<file path="config.mk">
export PLATFORM = sky130hd
export DESIGN_NAME = draw_pair_writer_flat
export DESIGN_NICKNAME = d
export VERILOG_FILES = /design/src/rtl/draw_pair_writer_if.sv /design/src/rtl/draw_pair_writer.sv /design/src/flat_wrapper.sv
export SDC_FILE = /design/constraint.sdc
export NUM_CORES = 1
export LEC_CHECK = 0
export CORE_AREA = 2 2 113 115
export CTS_CLUSTER_DIAMETER = 150
export DETAILED_ROUTE_END_ITERATION = 6
export DIE_AREA = 0 0 115 117
export GPL_TIMING_DRIVEN = 0
export PLACE_DENSITY = 0.74
export RECOVER_POWER = 50
export REMOVE_ABC_BUFFERS = 1
export SETUP_SLACK_MARGIN = 0.2
export SKIP_CTS_REPAIR_TIMING = 1
export SYNTH_ARGS = -nofsm -noshare
export SYNTH_HDL_FRONTEND = slang
export SYNTH_SLANG_ARGS = --single-unit
</file>
<file path="constraint.sdc">
create_clock -name clk -period 2.2 [get_ports clk]
set_input_delay 0.55 -clock clk [delete_from_list [all_inputs] [get_ports clk]]
set_output_delay 0.55 -clock clk [all_outputs]
set_load 0.02 [all_outputs]
</file>
<file path="src/rtl/draw_pair_writer_if.sv">
// Framebuffer write port for draw_pair_writer: one packed pixel pair per beat.
// valid/ready: a beat transfers on a clock edge where fb_valid && fb_ready; once
// fb_valid rises, fb_addr/fb_wdata hold and fb_valid stays high until that transfer.
interface draw_pair_writer_if #(
  parameter int ADDR_W = 14,
  parameter int PIX_W  = 4
);
  logic                 fb_valid;
  logic                 fb_ready;
  logic [ADDR_W-2:0]    fb_addr;
  logic [2*PIX_W-1:0]   fb_wdata;

  modport master (output fb_valid, fb_addr, fb_wdata, input fb_ready);
  modport slave  (input fb_valid, fb_addr, fb_wdata, output fb_ready);
endinterface

</file>
<file path="src/rtl/draw_pair_writer.sv">
// Reads even/odd pixel pairs from a dual-port sprite ROM and writes them as packed
// framebuffer words through a small FIFO. Optional pair checker: `define DRAW_PAIR_CHECK_EN.
module draw_pair_writer #(
  parameter int                ADDR_W      = 14,
  parameter int                PIX_W       = 4,
  parameter int                DEPTH       = 4,
  parameter logic [ADDR_W-1:0] LAST_ADDR_A = 14'd5888
) (
  input  logic              clk,
  input  logic              reset,
  input  logic [ADDR_W-1:0] addr_a,
  input  logic [ADDR_W-1:0] addr_b,
  output logic [ADDR_W-1:0] rom_addr_a,
  output logic [ADDR_W-1:0] rom_addr_b,
  input  logic [PIX_W-1:0]  rom_q_a,
  input  logic [PIX_W-1:0]  rom_q_b,
  draw_pair_writer_if.master fb,
  output logic [ADDR_W-1:0] pairs_done,
  output logic              overflow,
  output logic              done
`ifdef DRAW_PAIR_CHECK_EN
  ,
  output logic              pair_err
`endif
);

  localparam int ENT_W = ADDR_W - 1 + 2 * PIX_W;
  localparam int PTR_W = (DEPTH > 1) ? $clog2(DEPTH) : 1;
  localparam int CNT_W = PTR_W + 1;
  localparam logic [CNT_W-1:0] FULL_CNT = CNT_W'(DEPTH);
  localparam logic [ADDR_W-2:0] LAST_WORD = LAST_ADDR_A[ADDR_W-1:1];

  assign rom_addr_a = addr_a;
  assign rom_addr_b = addr_b;

  // Stage 0: a pair is new when the counter moved, or on the first cycle after reset.
  logic              first;
  logic [ADDR_W-1:0] last_a;
  logic              new_pair;
  logic              s1_valid;
  logic [ADDR_W-2:0] s1_word;

  always_comb new_pair = first | (addr_a != last_a);

  always_ff @(posedge clk or negedge reset) begin
    if (!reset) begin
      first    <= 1'b1;
      last_a   <= '0;
      s1_valid <= 1'b0;
      s1_word  <= '0;
    end else begin
      s1_valid <= new_pair;
      if (new_pair) begin
        first   <= 1'b0;
        last_a  <= addr_a;
        s1_word <= addr_a[ADDR_W-1:1];
      end
    end
  end

  // FIFO: head entry is read straight from the storage registers.
  logic [ENT_W-1:0] mem [DEPTH];
  logic [PTR_W-1:0] wr_ptr, rd_ptr;
  logic [CNT_W-1:0] count;
  logic             push, pop, full, wr_en;
  logic [ENT_W-1:0] head;

  always_comb begin
    push  = s1_valid;
    pop   = (count != '0) && fb.fb_ready;
    full  = (count == FULL_CNT);
    wr_en = push && (!full || pop);
    head  = mem[rd_ptr];
  end

  always_ff @(posedge clk or negedge reset) begin
    if (!reset) begin
      for (int i = 0; i < DEPTH; i++) mem[i] <= '0;
      wr_ptr   <= '0;
      rd_ptr   <= '0;
      count    <= '0;
      overflow <= 1'b0;
    end else begin
      if (wr_en) begin
        mem[wr_ptr] <= {s1_word, rom_q_b, rom_q_a};
        wr_ptr      <= wr_ptr + PTR_W'(1);
      end
      if (pop) rd_ptr <= rd_ptr + PTR_W'(1);
      case ({wr_en, pop})
        2'b10:   count <= count + CNT_W'(1);
        2'b01:   count <= count - CNT_W'(1);
        default: count <= count;
      endcase
      if (push && full && !pop) overflow <= 1'b1;
    end
  end

  assign fb.fb_valid = (count != '0);
  assign fb.fb_addr  = head[ENT_W-1 -: ADDR_W-1];
  assign fb.fb_wdata = head[2*PIX_W-1:0];

  always_ff @(posedge clk or negedge reset) begin
    if (!reset) begin
      pairs_done <= '0;
      done       <= 1'b0;
    end else if (pop) begin
      pairs_done <= pairs_done + ADDR_W'(1);
      if (head[ENT_W-1 -: ADDR_W-1] == LAST_WORD) done <= 1'b1;
    end
  end

`ifdef DRAW_PAIR_CHECK_EN
  // A malformed pair is flagged but still flows through to the framebuffer.
  logic pair_bad;
  always_comb pair_bad = (addr_b != {addr_a[ADDR_W-1:1], 1'b1}) | addr_a[0];

  always_ff @(posedge clk or negedge reset) begin
    if (!reset)                    pair_err <= 1'b0;
    else if (new_pair && pair_bad) pair_err <= 1'b1;
  end
`endif

endmodule

</file>
<file path="src/flat_wrapper.sv">
// flat-port wrapper written by rule: the top's interface ports become plain ports
module draw_pair_writer_flat 
#(
  parameter int                ADDR_W      = 14,
  parameter int                PIX_W       = 4,
  parameter int                DEPTH       = 4,
  parameter logic [ADDR_W-1:0] LAST_ADDR_A = 14'd5888
)
  (clk, reset, addr_a, addr_b, rom_addr_a, rom_addr_b, rom_q_a, rom_q_b, pairs_done, overflow, done, fb_fb_valid, fb_fb_addr, fb_fb_wdata, fb_fb_ready);
  draw_pair_writer_if #(.ADDR_W(ADDR_W), .PIX_W(PIX_W)) fb_i ();
  input  logic clk;
  input  logic reset;
  input  logic [ADDR_W-1:0] addr_a;
  input  logic [ADDR_W-1:0] addr_b;
  output logic [ADDR_W-1:0] rom_addr_a;
  output logic [ADDR_W-1:0] rom_addr_b;
  input  logic [PIX_W-1:0] rom_q_a;
  input  logic [PIX_W-1:0] rom_q_b;
  output logic [ADDR_W-1:0] pairs_done;
  output logic overflow;
  output logic done;
  output wire logic [$bits(fb_i.fb_valid)-1:0] fb_fb_valid;
  output wire logic [$bits(fb_i.fb_addr)-1:0] fb_fb_addr;
  output wire logic [$bits(fb_i.fb_wdata)-1:0] fb_fb_wdata;
  input wire logic [$bits(fb_i.fb_ready)-1:0] fb_fb_ready;
  assign fb_fb_valid = fb_i.fb_valid;
  assign fb_fb_addr = fb_i.fb_addr;
  assign fb_fb_wdata = fb_i.fb_wdata;
  assign fb_i.fb_ready = fb_fb_ready;
  draw_pair_writer #(.ADDR_W(ADDR_W), .PIX_W(PIX_W), .DEPTH(DEPTH), .LAST_ADDR_A(LAST_ADDR_A)) u_core (.clk(clk), .reset(reset), .addr_a(addr_a), .addr_b(addr_b), .rom_addr_a(rom_addr_a), .rom_addr_b(rom_addr_b), .rom_q_a(rom_q_a), .rom_q_b(rom_q_b), .fb(fb_i), .pairs_done(pairs_done), .overflow(overflow), .done(done));
endmodule
</file>
==> key figures <==
CTS
  • H-tree levels: 4
  • Clock-pin slew on the worst setup and hold paths: 60 ps
  • Num CTS Buffers: 17
  • Clock sinks: 123
  • CTS max path bufs: 2
  • Clk root buf: clkbuf_16
  • CTS tree: done
  • Worst skew pair latency: 400 ps

Routing
  • Avg WL per Cell: 18.48 um
  • Detailed Routing Iterations Pass 1: 6
  • Post-DR vias/cell: 5.254
  • DRC Markers: 0
  • Iteration-0 DRC Markers: 187
  • ANT nets after route: 0
  • Total number of vias: 3168
  • Sum of routed wire length over all layers: 11150 um

Worst hold path
  • Min-delay src: u_core.overflow
  • Worst Hold Depth: 1
  • Hold crit path type: register to register
  • Hold Path End: u_core.overflow

Die
  • Ports: 105
  • Core box area: 12310 sq um
  • Die Ht: 117 um
  • Die width: 115 um
  • Initial Util: 0.4553
  • Die area: 13460 sq um
  • FP Rows: 41

Finish
  • Antenna Cells: 0
  • Fin util: 0.5749
  • Area delta synth->final: 26.27%
  • Layout cell share with drive strength beyond 1: 0.2583
  • FILL cells: 976
  • Final nets: 486

Worst setup path
  • R2R Setup Slk: 160 ps
  • Worst reg2reg endpoint: u_core.count[2]
  • Worst-case reg-to-reg path depth: 9
  • CP max FO: 12
  • Required @ worst endpoint: 1650 ps
  • CP arrival: 1760 ps
  • Worst reg2reg path startpoint: u_core.count[0]
  • Critical path class: register to output port
  • Worst setup EP type: output port
  • Critical Path Source: u_core.rd_ptr[0]
  • Crit start category: register

Timing
  • Clock skew: 7.115 ps
  • Setup-failing EPs final: 21
  • Slew headroom: -0.2317
  • Final hold violations: 0
  • RSZ-0062 raised after global routing: yes
  • Post-layout min period: 2313 ps
  • Final period utilization: 1.051
  • Fmax: 432.4 MHz
  • Setup WS post-layout: -112.8 ps
  • Worst-Margin Slew: 1847 ps
  • Max-slew violations: 32

Global route
  • Global-route wire length before repair: 17480 um
  • Antenna violations before repair: 0
  • Vias in the first global route: 3319
  • Gr ovfl total: 0
  • Overall Global Routing Usage: 0.1743
  • Largest net degree at the start of global routing: 93

Logic synthesis
  • Top cells by area, synth: dfrtp_1, mux2_1, mux4_2
  • Synthesized instance count: 379
  • Adder-cell share of the synthesized area: 0.01696
  • Primary FF master, synth: dfrtp_1
  • Yosys top cell area share: 0.5446
  • Largest family of logic cells by synthesized area: multiplexers
  • Area leader, netlist: dfrtp_1
  • Synth Register Bits: 123
  • Post-synth EDFFs: 0
  • FFs w/ async S/R, synth: 1.000
  • Syn Std Cell Area: 5605 sq um
  • Mux cell area share after synthesis: 0.2583
  • Synth Area in Compound Gates: 0.007589
  • Synth Area in XOR/XNOR: 0.05156
  • Synth Area in Simple Gates: 0.04375
  • Register area share after synthesis: 0.5493
  • Synth unique cells: 35
  • Mean Syn Cell Area: 14.79 sq um
  • Ys Warns: 0

Pwr
  • Pleak: 0.003293 uW
  • Maximum vdd drop: 0.7779 mV
  • PwrDens: 1635 nW/um^2
  • Overall power: 11570 uW

Placed design
  • Detail Placement HPWL: 6563 um
  • IO buf count: 76
  • GP Congestion: 0.7689

Run
  • Max cap viols: 1

Status
  • Run status: finished with violations
  • Failing checks: capacitance limit, slew limit, setup timing
## synthesized netlist by cell type, types with 2 or more instances
cell type  instances
dfrtp_1          122
mux2_1            84
buf_4             36
xnor2_1           18
mux4_2            16
nand2_1           15
xor2_1            15
clkbuf_1          14
ha_1               6
inv_1              6
mux4_1             5
nand3_1            5
nand4_1            4
buf_2              3
nor3_1             3
nor4_1             3
nor4_2             3
and3_1             2
inv_2              2
nor4b_2            2
## metal layers
metal / vias up / wire length, um / GRT usage
met3: 2 / 647 / 0.05973
met5: - / 0 / 0
met1: 1650 / 5064 / 0.2342
li1: 1419 / - / -
met4: 0 / 46 / 0.05944
met2: 97 / 5388 / 0.2678
## per-stage QoR
stage	instance area, sq um	cells	TNS, ps	setup slack, ps	hold slack (ps)
after floorplan	5233	323	-1468	-150.2	254.4
after global placement	6181	549	-593280	-3961	453.8
after detailed placement	6211	550	-100490	-1073	452.1
after CTS	6839	582	-72810	-981.7	20.15
after global routing	7078	603	-2850	-174.2	486.9
final	7078	603	-1481	-112.8	462.6
## worst max-delay path, cell delays in order, from the launching register on
cell	delay, ps
dfrtp_4	440
buf_12	170
mux4_2	570
buf_6	160
## where the power goes
part | internal, uW | total [uW] | leakage (uW) | switching, uW
clock network | 1950 | 2940 | 0.000303 | 982
registers | 3250 | 3910 | 0.00145 | 658
logic | 2430 | 4730 | 0.00154 | 2310
## registers in the layout (all words and copies together) (netlist names)
| register | cells |
|---|---|
| u_core.mem | 84 |
| u_core.overflow | 1 |
| u_core.count | 3 |
| u_core.pairs_done | 14 |
| u_core.wr_ptr | 2 |
| u_core.push | 1 |
| u_core.last_a | 1 |
| u_core.s1_word | 13 |
| u_core.rd_ptr | 2 |
| u_core.done | 1 |
| u_core.first | 1 |
## how the worst max path moves through the flow
stage / end / slack (ps)
global placement: u_core.s1_word[5] / -3960
CTS: fb_fb_addr[8] / -980
global route: fb_fb_addr[5] / -170
detailed placement: u_core.mem[72] / -1070
finish: fb_fb_addr[1] / -110
floorplan: fb_fb_addr[5] / -150
## cell families (layout without fill, tap and decap cells)
kind of cell,Yosys count,in the layout
DFF,123,123
muxes,106,106
buffers and inverters,64,138
and+or+nand+nor,41,41
xor gates and xnor gates,33,33
adders and majority gates,7,7
AOI/OAI and AO/OA,4,4
other,1,1
## layout by cell type (no fill, tap or decap), types with 2 or more instances in the layout
cell,count
clkinv_2,3
and3_1,2
clkinvlp_4,2
mux2_1,84
buf_2,11
dlymetal6s2s_1,27
buf_6,7
clkdlybuf4s50_1,12
dfrtp_1,118
inv_2,3
mux4_2,21
buf_12,2
nand3_1,5
clkbuf_1,3
dfrtp_4,2
clkbuf_8,2
nor4_1,3
bufinv_16,4
nor4_2,3
clkbuf_16,17
clkinv_4,2
dfrtp_2,2
nand2_4,3
buf_4,18
dlygate4sd3_1,14
xnor2_1,18
clkbuf_2,5
nand2_1,11
inv_1,5
xor2_1,15
nor3_1,3
ha_1,5
nand4_1,4
## layout make-up
class / instances / area (sq um) / share of cell area
multi-input cells: 192 / 2180 / 0.3079
clock inverters: 11 / 167.7 / 0.02369
repair buffers: 98 / 963.4 / 0.1361
clock buffers: 21 / 460.4 / 0.06505
well taps: 150 / 187.7 / 0.02652
flip-flops and latches: 123 / 3089 / 0.4364
inverters: 8 / 30.03 / 0.004243
No activity file was read; power rests on OpenSTA's default activity.
==> RTL edit 1, RTL diff (same settings) <==
Put one more register stage on the output `overflow`, cleared by the reset. The value now appears one clock later. The other outputs are not delayed to match.
--- a/src/rtl/draw_pair_writer.sv
+++ b/src/rtl/draw_pair_writer.sv
@@ -29,6 +29,8 @@
   localparam int CNT_W = PTR_W + 1;
   localparam logic [CNT_W-1:0] FULL_CNT = CNT_W'(DEPTH);
   localparam logic [ADDR_W-2:0] LAST_WORD = LAST_ADDR_A[ADDR_W-1:1];
+
+  logic overflow_s0;
 
   assign rom_addr_a = addr_a;
   assign rom_addr_b = addr_b;
@@ -79,7 +81,7 @@
       wr_ptr   <= '0;
       rd_ptr   <= '0;
       count    <= '0;
-      overflow <= 1'b0;
+      overflow_s0 <= 1'b0;
     end else begin
       if (wr_en) begin
         mem[wr_ptr] <= {s1_word, rom_q_b, rom_q_a};
@@ -91,7 +93,7 @@
         2'b01:   count <= count - CNT_W'(1);
         default: count <= count;
       endcase
-      if (push && full && !pop) overflow <= 1'b1;
+      if (push && full && !pop) overflow_s0 <= 1'b1;
     end
   end
 
@@ -120,5 +122,13 @@
   end
 `endif
 
+  always_ff @(posedge clk or negedge reset) begin
+    if (!reset) begin
+      overflow <= '0;
+    end else begin
+      overflow <= overflow_s0;
+    end
+  end
+
 endmodule
 
Behaviour: not the same (a bounded check fails within 10 cycles, from zero or initial values and one cycle with reset low).
==> RTL edit 1 against the unedited design <==
The flow finishes with violations (negative setup slack); area after synthesis up 0.51%; count of clock-buffer cells in the layout shrank 4; design area rose by 1.6%; final cell count rose by 1.5%; sequential cell count rose by 1; routed wire length grew 8.9%; sequential share of layout area fell by 0.35 points; sequential power increased by 2%; power increased by 3.4%; maximum frequency fell by 3.8%; worst setup slack lost 0.092 ns; critical endpoint is now fb_fb_addr[4].
==> RTL edit 1: results (changes against the unedited design) <==
\begin{tabular}{lr}
\hline
Metric & Value \\
\hline
\multicolumn{2}{l}{\textbf{Global routing}} \\
\quad Global Route met1 Usage & 23.3\% (was 23.4\%) \\
\quad Overall routing resource usage & 17.9\% (was 17.4\%) \\
\quad Wire length of the first global-routing pass & 17800 um (was 17500 um) \\
\quad Global routing usage on met3 & 5.51\% (was 5.97\%) \\
\quad Maximum number of pins on one net before global-route repair & 83 (was 93) \\
\multicolumn{2}{l}{\textbf{Logic synthesis}} \\
\quad Multiplexer share of the synthesized area & 25.7\% (was 25.8\%) \\
\quad Complex-gate fraction of the synthesized area & 0.755\% (was 0.759\%) \\
\quad Fraction of the mapped netlist area in adder cells & 1.69\% (was 1.70\%) \\
\multicolumn{2}{l}{\textbf{Pwr}} \\
\quad Relative contribution of the clock network to total power & 23.2\% (was 25.4\%) \\
\quad Sequential group power & 3.97 mW (was 3.91 mW) \\
\quad Leakage component of the power & 3.36 nW (was 3.29 nW) \\
\multicolumn{2}{l}{\textbf{Setup path}} \\
\quad Largest delay contributor family on the critical path & flip-flops (was multiplexers) \\
\quad Critical path fanouts, max & 6 (was 12) \\
\quad FF-to-FF setup slack & -0.05 ns (was 0.16 ns) \\
\quad Critical Path Slowest Stage Cell & dfrtp\_4 (was mux4\_2) \\
\multicolumn{2}{l}{\textbf{Placed design}} \\
\quad Placed wire-length estimate after detailed placement & 7070 um (was 6560 um) \\
\quad Pre-CTS WS & -1.07 ns (about the same) \\
\multicolumn{2}{l}{\textbf{Layout}} \\
\quad Share of layout cells above drive strength 1 & 26.8\% (was 25.8\%) \\
\quad Plain + repair buffers & 101 (was 98) \\
\quad Clock network area share & 8.21\% (was 8.87\%) \\
\quad Multi-input gates & 197 (was 192) \\
\quad Clk\_buf instances & 17 (was 21) \\
\quad Number of nets at the end of the flow & 495 (was 486) \\
\quad Storage cell area & 3110 sq um (was 3090 sq um) \\
\quad FILL cells & 962 (was 976) \\
\multicolumn{2}{l}{\textbf{Min path}} \\
\quad Hold/Removal Path Class & primary input to async pin (was flop to flop) \\
\multicolumn{2}{l}{\textbf{Timing}} \\
\quad Final Hold Slack & 0.310 ns (was 0.463 ns) \\
\quad Slew headroom & 30.4\% (was -23.2\%) \\
\quad Final setup slack of the worst path & -0.205 ns (was -0.113 ns) \\
\quad Setup violations, final & 43 (was 21) \\
\multicolumn{2}{l}{\textbf{Detailed routing}} \\
\quad Routed WL & 12100 um (was 11100 um) \\
\quad Detailed-route wire length on metal 1 & 5250 um (was 5060 um) \\
\quad Met2 wire len & 6060 um (was 5390 um) \\
\multicolumn{2}{l}{\textbf{Run status}} \\
\quad Run status & complete, but fails checks (unchanged) \\
\quad Failing checks & negative setup slack (was max-capacitance violations, max-slew violations, negative setup slack) \\
\multicolumn{2}{l}{\textbf{Clock tree}} \\
\quad Worst skew pair latency & 0.42 ns (was 0.40 ns) \\
\hline
\end{tabular}
RTL edit 1: cell types whose count changed after synthesis:
cell,before,now
nand2_1,15,16
nor3_1,3,5
nand3_1,5,4
xor2_1,15,19
nor4_2,3,2
dfrtp_1,122,123
xnor2_1,18,14
nor2_1,1,3
RTL edit 1: path summary, 6_finish.rpt:
check                                                to                      startpoint
min in group clk              u_core.overflow$_DFF_PN0_  u_core.overflow_s0$_DFFE_PN0P_
max in group asynchronous  u_core.rd_ptr[1]$_DFFE_PN0P_                           reset
max                                       fb_fb_addr[4]    u_core.rd_ptr[0]$_DFFE_PN0P_
min                          u_core.mem[63]$_DFFE_PN0P_                           reset
max reg2reg                 u_core.count[2]$_DFFE_PN0P_     u_core.count[0]$_DFFE_PN0P_
min reg2reg                   u_core.overflow$_DFF_PN0_  u_core.overflow_s0$_DFFE_PN0P_
==> RTL edit 2, RTL diff (config.mk and constraints unchanged) <==
Made on the original files. `ADDR_W` is set to 14 in 3 places; all go to 15.
--- a/src/rtl/draw_pair_writer_if.sv
+++ b/src/rtl/draw_pair_writer_if.sv
@@ -2,7 +2,7 @@
 // valid/ready: a beat transfers on a clock edge where fb_valid && fb_ready; once
 // fb_valid rises, fb_addr/fb_wdata hold and fb_valid stays high until that transfer.
 interface draw_pair_writer_if #(
-  parameter int ADDR_W = 14,
+  parameter int ADDR_W = 15,
   parameter int PIX_W  = 4
 );
   logic                 fb_valid;
--- a/src/rtl/draw_pair_writer.sv
+++ b/src/rtl/draw_pair_writer.sv
@@ -1,7 +1,7 @@
 // Reads even/odd pixel pairs from a dual-port sprite ROM and writes them as packed
 // framebuffer words through a small FIFO. Optional pair checker: `define DRAW_PAIR_CHECK_EN.
 module draw_pair_writer #(
-  parameter int                ADDR_W      = 14,
+  parameter int                ADDR_W      = 15,
   parameter int                PIX_W       = 4,
   parameter int                DEPTH       = 4,
   parameter logic [ADDR_W-1:0] LAST_ADDR_A = 14'd5888
--- a/src/flat_wrapper.sv
+++ b/src/flat_wrapper.sv
@@ -1,7 +1,7 @@
 // flat-port wrapper written by rule: the top's interface ports become plain ports
 module draw_pair_writer_flat 
 #(
-  parameter int                ADDR_W      = 14,
+  parameter int                ADDR_W      = 15,
   parameter int                PIX_W       = 4,
   parameter int                DEPTH       = 4,
   parameter logic [ADDR_W-1:0] LAST_ADDR_A = 14'd5888
Ports: changed (6 resized); port bits go from 105 to 111. No check against the original RTL was run, so the function may have changed too.
==> RTL edit 2 against the unedited design <==
The flow finishes with violations (negative setup slack); worst setup slack got worse by 0.034 ns; area after synthesis increased by 5.0%; synthesized cell count increased by 5.5%; core utilization increased by 2.6 points; design area increased by 4.5%; register-to-register slack got worse by 0.05 ns; sequential cell count increased by 6; routed wire length increased by 11%; largest power group unchanged; clock skew about the same; sequential power increased by 5.4%; power increased by 8.9%; largest cell class unchanged.
==> RTL edit 2: results (changes against the unedited design) <==
\begin{tabular}{lr}
\hline
Metric & Value \\
\hline
\multicolumn{2}{l}{\textbf{Run status}} \\
\quad Run status & complete, but fails checks (unchanged) \\
\quad Failing checks & negative setup slack (was max-capacitance violations, max-slew violations, negative setup slack) \\
\multicolumn{2}{l}{\textbf{Placed design}} \\
\quad Count of port buffers added during placement & 80 (was 76) \\
\quad Pre-CTS WS & -0.710 ns (was -1.07 ns) \\
\quad Routability Congestion & 0.757 (was 0.769) \\
\quad Placed wire-length estimate after detailed placement & 7170 um (was 6560 um) \\
\multicolumn{2}{l}{\textbf{Setup path}} \\
\quad Reg-to-reg critical path endpoint & u\_core.done\$\_DFFE\_PN0P\_ (was u\_core.count[2]\$\_DFFE\_PN0P\_) \\
\quad Critical path fanouts, max & 6 (was 12) \\
\quad Largest stage delay, worst path & 0.55 ns (was 0.57 ns) \\
\multicolumn{2}{l}{\textbf{Layout}} \\
\quad FILL cells & 947 (was 976) \\
\quad Max reg flops & 88 (was 84) \\
\quad Post-route insts no fill & 624 (was 603) \\
\multicolumn{2}{l}{\textbf{Global routing}} \\
\quad Maximum number of pins on one net before global-route repair & 81 (was 93) \\
\quad Number of global-route vias before repair & 3560 (was 3319) \\
\quad Global-route met2 utilization & 29.3\% (was 26.8\%) \\
\quad Global routing usage on met3 & 5.30\% (was 5.97\%) \\
\quad Overall routing resource usage & 18.4\% (was 17.4\%) \\
\quad Wire length of the first global-routing pass & 18600 um (was 17500 um) \\
\quad Global Route met1 Usage & 25.0\% (was 23.4\%) \\
\multicolumn{2}{l}{\textbf{Logic synthesis}} \\
\quad Area contributors post-synth & dfrtp\_1 (54\%), mux2\_2 (16\%), mux4\_1 (4.9\%) (was dfrtp\_1 (54\%), mux2\_1 (17\%), mux4\_2 (6.4\%)) \\
\quad Most frequent cells after synthesis & dfrtp\_1 (128), mux2\_2 (85), buf\_4 (38) (was dfrtp\_1 (122), mux2\_1 (84), buf\_4 (36)) \\
\quad Mean instance size in the synthesized netlist & 14.7 sq um (was 14.8 sq um) \\
\quad Sequential element share of the synthesized area & 54.9\% (about the same) \\
\multicolumn{2}{l}{\textbf{Timing}} \\
\quad Least-Margin Pin Slew & 1.26 ns (was 1.85 ns) \\
\quad Setup violations, final & 22 (was 21) \\
\quad Final setup slack of the worst path & -0.147 ns (was -0.113 ns) \\
\multicolumn{2}{l}{\textbf{Flow run}} \\
\quad Number of max-capacitance violations reported & 0 (was 1) \\
\multicolumn{2}{l}{\textbf{Detailed routing}} \\
\quad Routed WL & 12300 um (was 11100 um) \\
\quad Number of violations reported at the end of detailed-routing iteration 0 & 249 (was 187) \\
\quad Number of vias in the routed layout & 3428 (was 3168) \\
\quad First-pass DRT Iterations & 4 (was 6) \\
\multicolumn{2}{l}{\textbf{Pwr}} \\
\quad Max rail drop VDD & 1000 uV (was 778 uV) \\
\hline
\end{tabular}
==> RTL edit 2: worst max path at each step <==
stage	end	slack [ns]	cells past startpoint
floorplan	fb_fb_addr[2]	-0.12	1
global placement	u_core.mem[1]$_DFFE_PN0P_	-4.13	1
detailed placement	u_core.count[2]$_DFFE_PN0P_	-0.71	10
CTS	fb_fb_addr[13]	-1.03	2
global route	fb_fb_addr[10]	-0.19	3
finish	fb_fb_addr[5]	-0.15	3
==> RTL edit 2: cell families after synthesis <==
family	Yosys count	share of synthesized area (%)
adder cells (fa/ha/maj)	7	1.62
XOR/XNOR	35	5.21
multiplexers	111	26.1
other	1	0.0637
AO/OA/AOI/OAI	3	0.383
flip-flops	129	54.9
buffers and inverters	68	7.23
AND/OR/NAND/NOR	46	4.47
==> RTL edit 2: final cells by class <==
| type | instances | area (sq um) | share of cell area, % |
|---|---|---|---|
| clock buffers | 20 | 467 | 6.31 |
| clock inverters | 12 | 129 | 1.74 |
| inverters | 9 | 36.3 | 0.490 |
| multi-input cells | 203 | 2250 | 30.4 |
| flip-flops and latches | 129 | 3240 | 43.7 |
| well taps | 150 | 188 | 2.54 |
| repair buffers | 101 | 1100 | 14.8 |
==> RTL edit 2: worst reg2reg max path: cells and delay by family, from the launching register on <==
| family | cells | cell delay, ns |
|---|---|---|
| buf+inv | 2 | 0.31 |
| mux | 1 | 0.53 |
| flops | 1 | 0.51 |
| compound gates | 1 | 0.24 |
| simple gates | 1 | 0.45 |
==> RTL edit 2: report_power, final <==
group / internal [mW] / total [mW] / switching [mW]
Combinational: 3.23 / 5.70 / 2.47
Sequential: 3.40 / 4.12 / 0.724
Clock: 1.76 / 2.79 / 1.03
==> RTL edit 2: layer usage <==
metal,share of wire (%),wire [um]
met2,49,6030
met1,44,5430
met5,0,0
met3,6.1,751
met4,0.83,102
